===== config.mk =====
export PLATFORM = sky130hd
export DESIGN_NAME = ahb_resp_mux
export DESIGN_NICKNAME = d
export VERILOG_FILES = /design/src/rtl/ahb_pkg.sv /design/src/rtl/ahb_default_slave.sv /design/src/rtl/ahb_resp_mux.sv
export SDC_FILE = /design/constraint.sdc
export NUM_CORES = 1
export LEC_CHECK = 0
export ABC_AREA = 0
export BUFFER_PORTS_ARGS = -buffer_cell sky130_fd_sc_hd__buf_2
export CORE_ASPECT_RATIO = 0.8
export CORE_UTILIZATION = 28
export DETAILED_ROUTE_END_ITERATION = 12
export GPL_TIMING_DRIVEN = 0
export PLACE_DENSITY = 0.87
export SETUP_SLACK_MARGIN = 0.2
export SYNTH_ARGS = -nofsm -noshare
export SYNTH_HDL_FRONTEND = slang
export SYNTH_HIERARCHICAL = 1
export SYNTH_SLANG_ARGS = --single-unit

===== constraint.sdc =====
create_clock -name vclk -period 1.05
set_input_delay 0.21 -clock vclk [all_inputs]
set_output_delay 0.21 -clock vclk [all_outputs]
set_load 0.005 [all_outputs]

===== src/rtl/ahb_pkg.sv =====
// rtl/ahb_pkg.sv - shared AHB encodings, select codes and default-slave state type
package ahb_pkg;

  localparam logic [1:0] HTRANS_IDLE   = 2'b00;
  localparam logic [1:0] HTRANS_BUSY   = 2'b01;
  localparam logic [1:0] HTRANS_NONSEQ = 2'b10;
  localparam logic [1:0] HTRANS_SEQ    = 2'b11;

  localparam logic HRESP_OKAY  = 1'b0;
  localparam logic HRESP_ERROR = 1'b1;

  localparam int SEL_NONE       = 0;
  localparam int SEL_DEFAULT    = 1;
  localparam int SEL_SLAVE_BASE = 2;

  typedef enum logic {
    DS_IDLE = 1'b0,
    DS_ERR2 = 1'b1
  } ds_state_t;

endpackage


===== src/rtl/ahb_default_slave.sv =====
// rtl/ahb_default_slave.sv - default slave: two-cycle ERROR FSM and error counter (AHB_RESP_MUX_DEFAULT_SLAVE_EN)
module ahb_default_slave
  import ahb_pkg::*;
#(
  parameter int ERR_CNT_WIDTH = 8
) (
  input  logic                     ahb_clk_in,
  input  logic                     ahb_rstn_in,
  input  logic                     sel_default,
  input  logic [1:0]               htrans,
  input  logic                     hready,
  output logic                     ds_hready,
  output logic                     ds_hresp,
  output logic [ERR_CNT_WIDTH-1:0] err_count
);

`ifdef AHB_RESP_MUX_DEFAULT_SLAVE_EN

  ds_state_t                state;
  logic                     data_active;
  logic                     htrans_active;

  assign htrans_active = (htrans == HTRANS_NONSEQ) || (htrans == HTRANS_SEQ);

  // Data-phase tracking, ERROR sequencing and saturating error count
  always_ff @(posedge ahb_clk_in or negedge ahb_rstn_in) begin
    if (!ahb_rstn_in) begin
      state       <= DS_IDLE;
      data_active <= 1'b0;
      err_count   <= '0;
    end else begin
      if (hready) begin
        data_active <= htrans_active;
      end
      case (state)
        DS_IDLE: begin
          if (sel_default && data_active) begin
            state <= DS_ERR2;
          end
        end
        DS_ERR2: begin
          state <= DS_IDLE;
          if (err_count != {ERR_CNT_WIDTH{1'b1}}) begin
            err_count <= err_count + ERR_CNT_WIDTH'(1);
          end
        end
        default: state <= DS_IDLE;
      endcase
    end
  end

  // First ERROR cycle stalls the bus; second cycle completes it whatever the select now says
  always_comb begin
    ds_hready = 1'b1;
    ds_hresp  = HRESP_OKAY;
    if (state == DS_ERR2) begin
      ds_hresp = HRESP_ERROR;
    end else if (sel_default && data_active) begin
      ds_hready = 1'b0;
      ds_hresp  = HRESP_ERROR;
    end
  end

`else

  logic unused_inputs;

  assign unused_inputs = ^{ahb_clk_in, ahb_rstn_in, sel_default, htrans, hready};
  assign ds_hready     = 1'b1;
  assign ds_hresp      = HRESP_OKAY;
  assign err_count     = '0;

`endif

endmodule


===== src/rtl/ahb_resp_mux.sv =====
// rtl/ahb_resp_mux.sv - AHB data-phase response mux with default slave (AHB_RESP_MUX_DEFAULT_SLAVE_EN)
module ahb_resp_mux
  import ahb_pkg::*;
#(
  parameter int AHB_DATA_WIDTH = 32,
  parameter int SLAVE_DEVICES  = 2,
  parameter int ERR_CNT_WIDTH  = 8
) (
  input  logic                                    ahb_clk_in,
  input  logic                                    ahb_rstn_in,
  input  logic [$clog2(SLAVE_DEVICES):0]          multi_sel_in,
  input  logic [1:0]                              ahb_htrans_in,
  input  logic [SLAVE_DEVICES*AHB_DATA_WIDTH-1:0] slave_hrdata_in,
  input  logic [SLAVE_DEVICES-1:0]                slave_hready_in,
  input  logic [SLAVE_DEVICES-1:0]                slave_hresp_in,
  output logic [AHB_DATA_WIDTH-1:0]               ahb_hrdata_out,
  output logic                                    ahb_hready_out,
  output logic                                    ahb_hresp_out,
  output logic [ERR_CNT_WIDTH-1:0]                err_count_out
);

  localparam int SEL_W = $clog2(SLAVE_DEVICES) + 1;

  logic                      sel_slave;
  logic                      sel_default;
  logic [AHB_DATA_WIDTH-1:0] slv_hrdata;
  logic                      slv_hready;
  logic                      slv_hresp;
  logic                      ds_hready;
  logic                      ds_hresp;

  // Decode the select code and pick out the addressed slave's response
  always_comb begin
    sel_slave  = 1'b0;
    slv_hrdata = '0;
    slv_hready = 1'b1;
    slv_hresp  = HRESP_OKAY;
    for (int k = 0; k < SLAVE_DEVICES; k++) begin
      if (multi_sel_in == SEL_W'(SEL_SLAVE_BASE + k)) begin
        sel_slave  = 1'b1;
        slv_hrdata = slave_hrdata_in[k*AHB_DATA_WIDTH +: AHB_DATA_WIDTH];
        slv_hready = slave_hready_in[k];
        slv_hresp  = slave_hresp_in[k];
      end
    end
    // Codes past the last slave are unmapped space too
    sel_default = (multi_sel_in == SEL_W'(SEL_DEFAULT)) ||
                  (!sel_slave && (multi_sel_in != SEL_W'(SEL_NONE)));
  end

  ahb_default_slave #(
    .ERR_CNT_WIDTH (ERR_CNT_WIDTH)
  ) u_default_slave (
    .ahb_clk_in  (ahb_clk_in),
    .ahb_rstn_in (ahb_rstn_in),
    .sel_default (sel_default),
    .htrans      (ahb_htrans_in),
    .hready      (ahb_hready_out),
    .ds_hready   (ds_hready),
    .ds_hresp    (ds_hresp),
    .err_count   (err_count_out)
  );

  // An in-flight default-slave ERROR owns the bus; otherwise slave passthrough or idle OKAY
  always_comb begin
    ahb_hrdata_out = '0;
    ahb_hready_out = 1'b1;
    ahb_hresp_out  = HRESP_OKAY;
    if (ds_hresp == HRESP_ERROR) begin
      ahb_hready_out = ds_hready;
      ahb_hresp_out  = HRESP_ERROR;
    end else if (sel_slave) begin
      ahb_hrdata_out = slv_hrdata;
      ahb_hready_out = slv_hready;
      ahb_hresp_out  = slv_hresp;
    end
  end

endmodule

==> qor.yml <==
grt_use_total: 0.147
top_level_ports: 116
n_antenna_cell: 0
io_buffers: 103
syn_area_sq_um: 644
num-clock-buffers: 0
ys_warn_count: 6
num_vias: 962
layout_commonest_cell: "buf_2"
coreArea_sq_mm: 0.00216
cts_hold_buf: 0
combPwrFrac: 1.000
drt_iter0_markers: 38
max_clock_freq_mhz: 915
timing.final.crit_share: 1.04
drive_above_1_share: 0.650
grt_pass1_vias: 759
rsz0062_at_grt: "true"
area_growth_pct: 110
hold_start: "multi_sel_in[1]"
avgSynthCellArea_sq_um: 7.16
globalRouteMet1Util: 0.188
violations: "setup timing"
slew_violations: 0
layout_common_cells: "103 x buf_2, 31 x mux2i_1, 29 x nor2_1, 11 x buf_4, 10 x conb_1"
drtPass1Iterations: 4
wl_per_cell_um: 9.76
critPathLaunch: "multi_sel_in[0]"
hold_viol: 0
p_leak_uw: 0.000907
gr-usage-met2: 0.282
hold_class: "input pin to output pin"
min_to: "ahb_hresp_out"
cp.arrival_ns: 0.88
dieWidth_um: 55.6
crit_type: "input pin to output pin"
seq_cells: 0
ir_worst_vdd_v: 0.000212
worstSetupStartpointType: "input pin"
crit_path_max_fanout: 6
place.gp.congestion: 0.704
powerDensity_mw_per_mm2: 358
cp.required_ns: 0.84
worst_slack_ns: -0.0430
clkPwrFrac: 0
die_area_sq_mm: 0.00250
switching_share: 0.380
die_y_um: 44.9
finalSetupViolations: 7
whs_ns: 0.700
routed_wl_mm: 2.25
num_rows: 15
drt_drc_violations_left: 0
grt_max_degree: 11
min_period_ns: 1.09
status: "finished with violations"
antenna_found_initial: 0
maxCapViolCount: 0
p_seq_frac: 0
initial_core_util: 0.299
critPathCaptureType: "output pin"
grt_overflow: 0
fin_util: 0.627
hold_path_depth: 3
ant_nets: 0
dp.final_hpwl_mm: 1.74
via_per_inst: 4.16
gr-max-usage-layer: "met2"
synthesis.instances: 90
grt_first_pass_wirelength_mm: 3.11
grt.met3_usage: 0.0143
layout.nets: 282
p_int_uw: 300
seq_area_sq_um: 0
p_switching_uw: 184
[metrics by stage]
step | TNS, ns | std cells | power, uW | instance area [sq um] | worst slack [ns]
after global placement | -3.00 | 226 | 429 | 1240 | -0.143
after floorplan | 0 | 98 | 237 | 698 | 0.0699
after CTS | -0.102 | 229 | 459 | 1300 | -0.0377
after detailed placement | -3.08 | 226 | 433 | 1240 | -0.141
after global routing | -1.24 | 231 | 530 | 1350 | -0.0690
final | -0.106 | 231 | 484 | 1350 | -0.0430
[power groups by stage]
stage                     clock network (uW)  logic [uW]  registers, uW
after global placement                     0         429              0
after detailed placement                   0         433              0
after global routing                       0         530              0
after CTS                                  0         459              0
final                                      0         484              0
after floorplan                            0         237              0
[layer usage]
| metal | routed length (um) | part of all wire |
|---|---|---|
| met4 | 7 | 0.0031 |
| met5 | 0 | 0 |
| met1 | 945 | 0.42 |
| met2 | 1150 | 0.51 |
| met3 | 153 | 0.068 |
[critical path: stages]
cell    delay (ns)
buf_12        0.11
mux2_4        0.29
a21o_1        0.15
buf_2         0.12
[cell type report]
| class | instances | area (sq um) |
|---|---|---|
| Inverter | 1 | 3.75 |
| Multi-Input combinational cell | 79 | 556 |
| Timing Repair Buffer | 108 | 582 |
| Tap cell | 25 | 31.3 |
| Buffer | 18 | 181 |
| Fill cell | 207 | 805 |
[repair_timing]
action | 4_1_cts | 5_1_grt
resized for setup | 11 | 6
cloned | 2 | 2
buffers inserted | 1 | 0
endpoints found under the setup margin | 34 | 34
pin swaps | 1 | 0
[worst max path at each step]
stage,to,cells past startpoint
2_1_floorplan,ahb_hresp_out,3
3_3_place_gp,ahb_hrdata_out[13],6
3_5_place_dp,ahb_hrdata_out[13],6
4_1_cts,ahb_hresp_out,4
5_1_grt,ahb_hrdata_out[15],5
6_report,ahb_hresp_out,4
(Power assumes the default switching activity.)
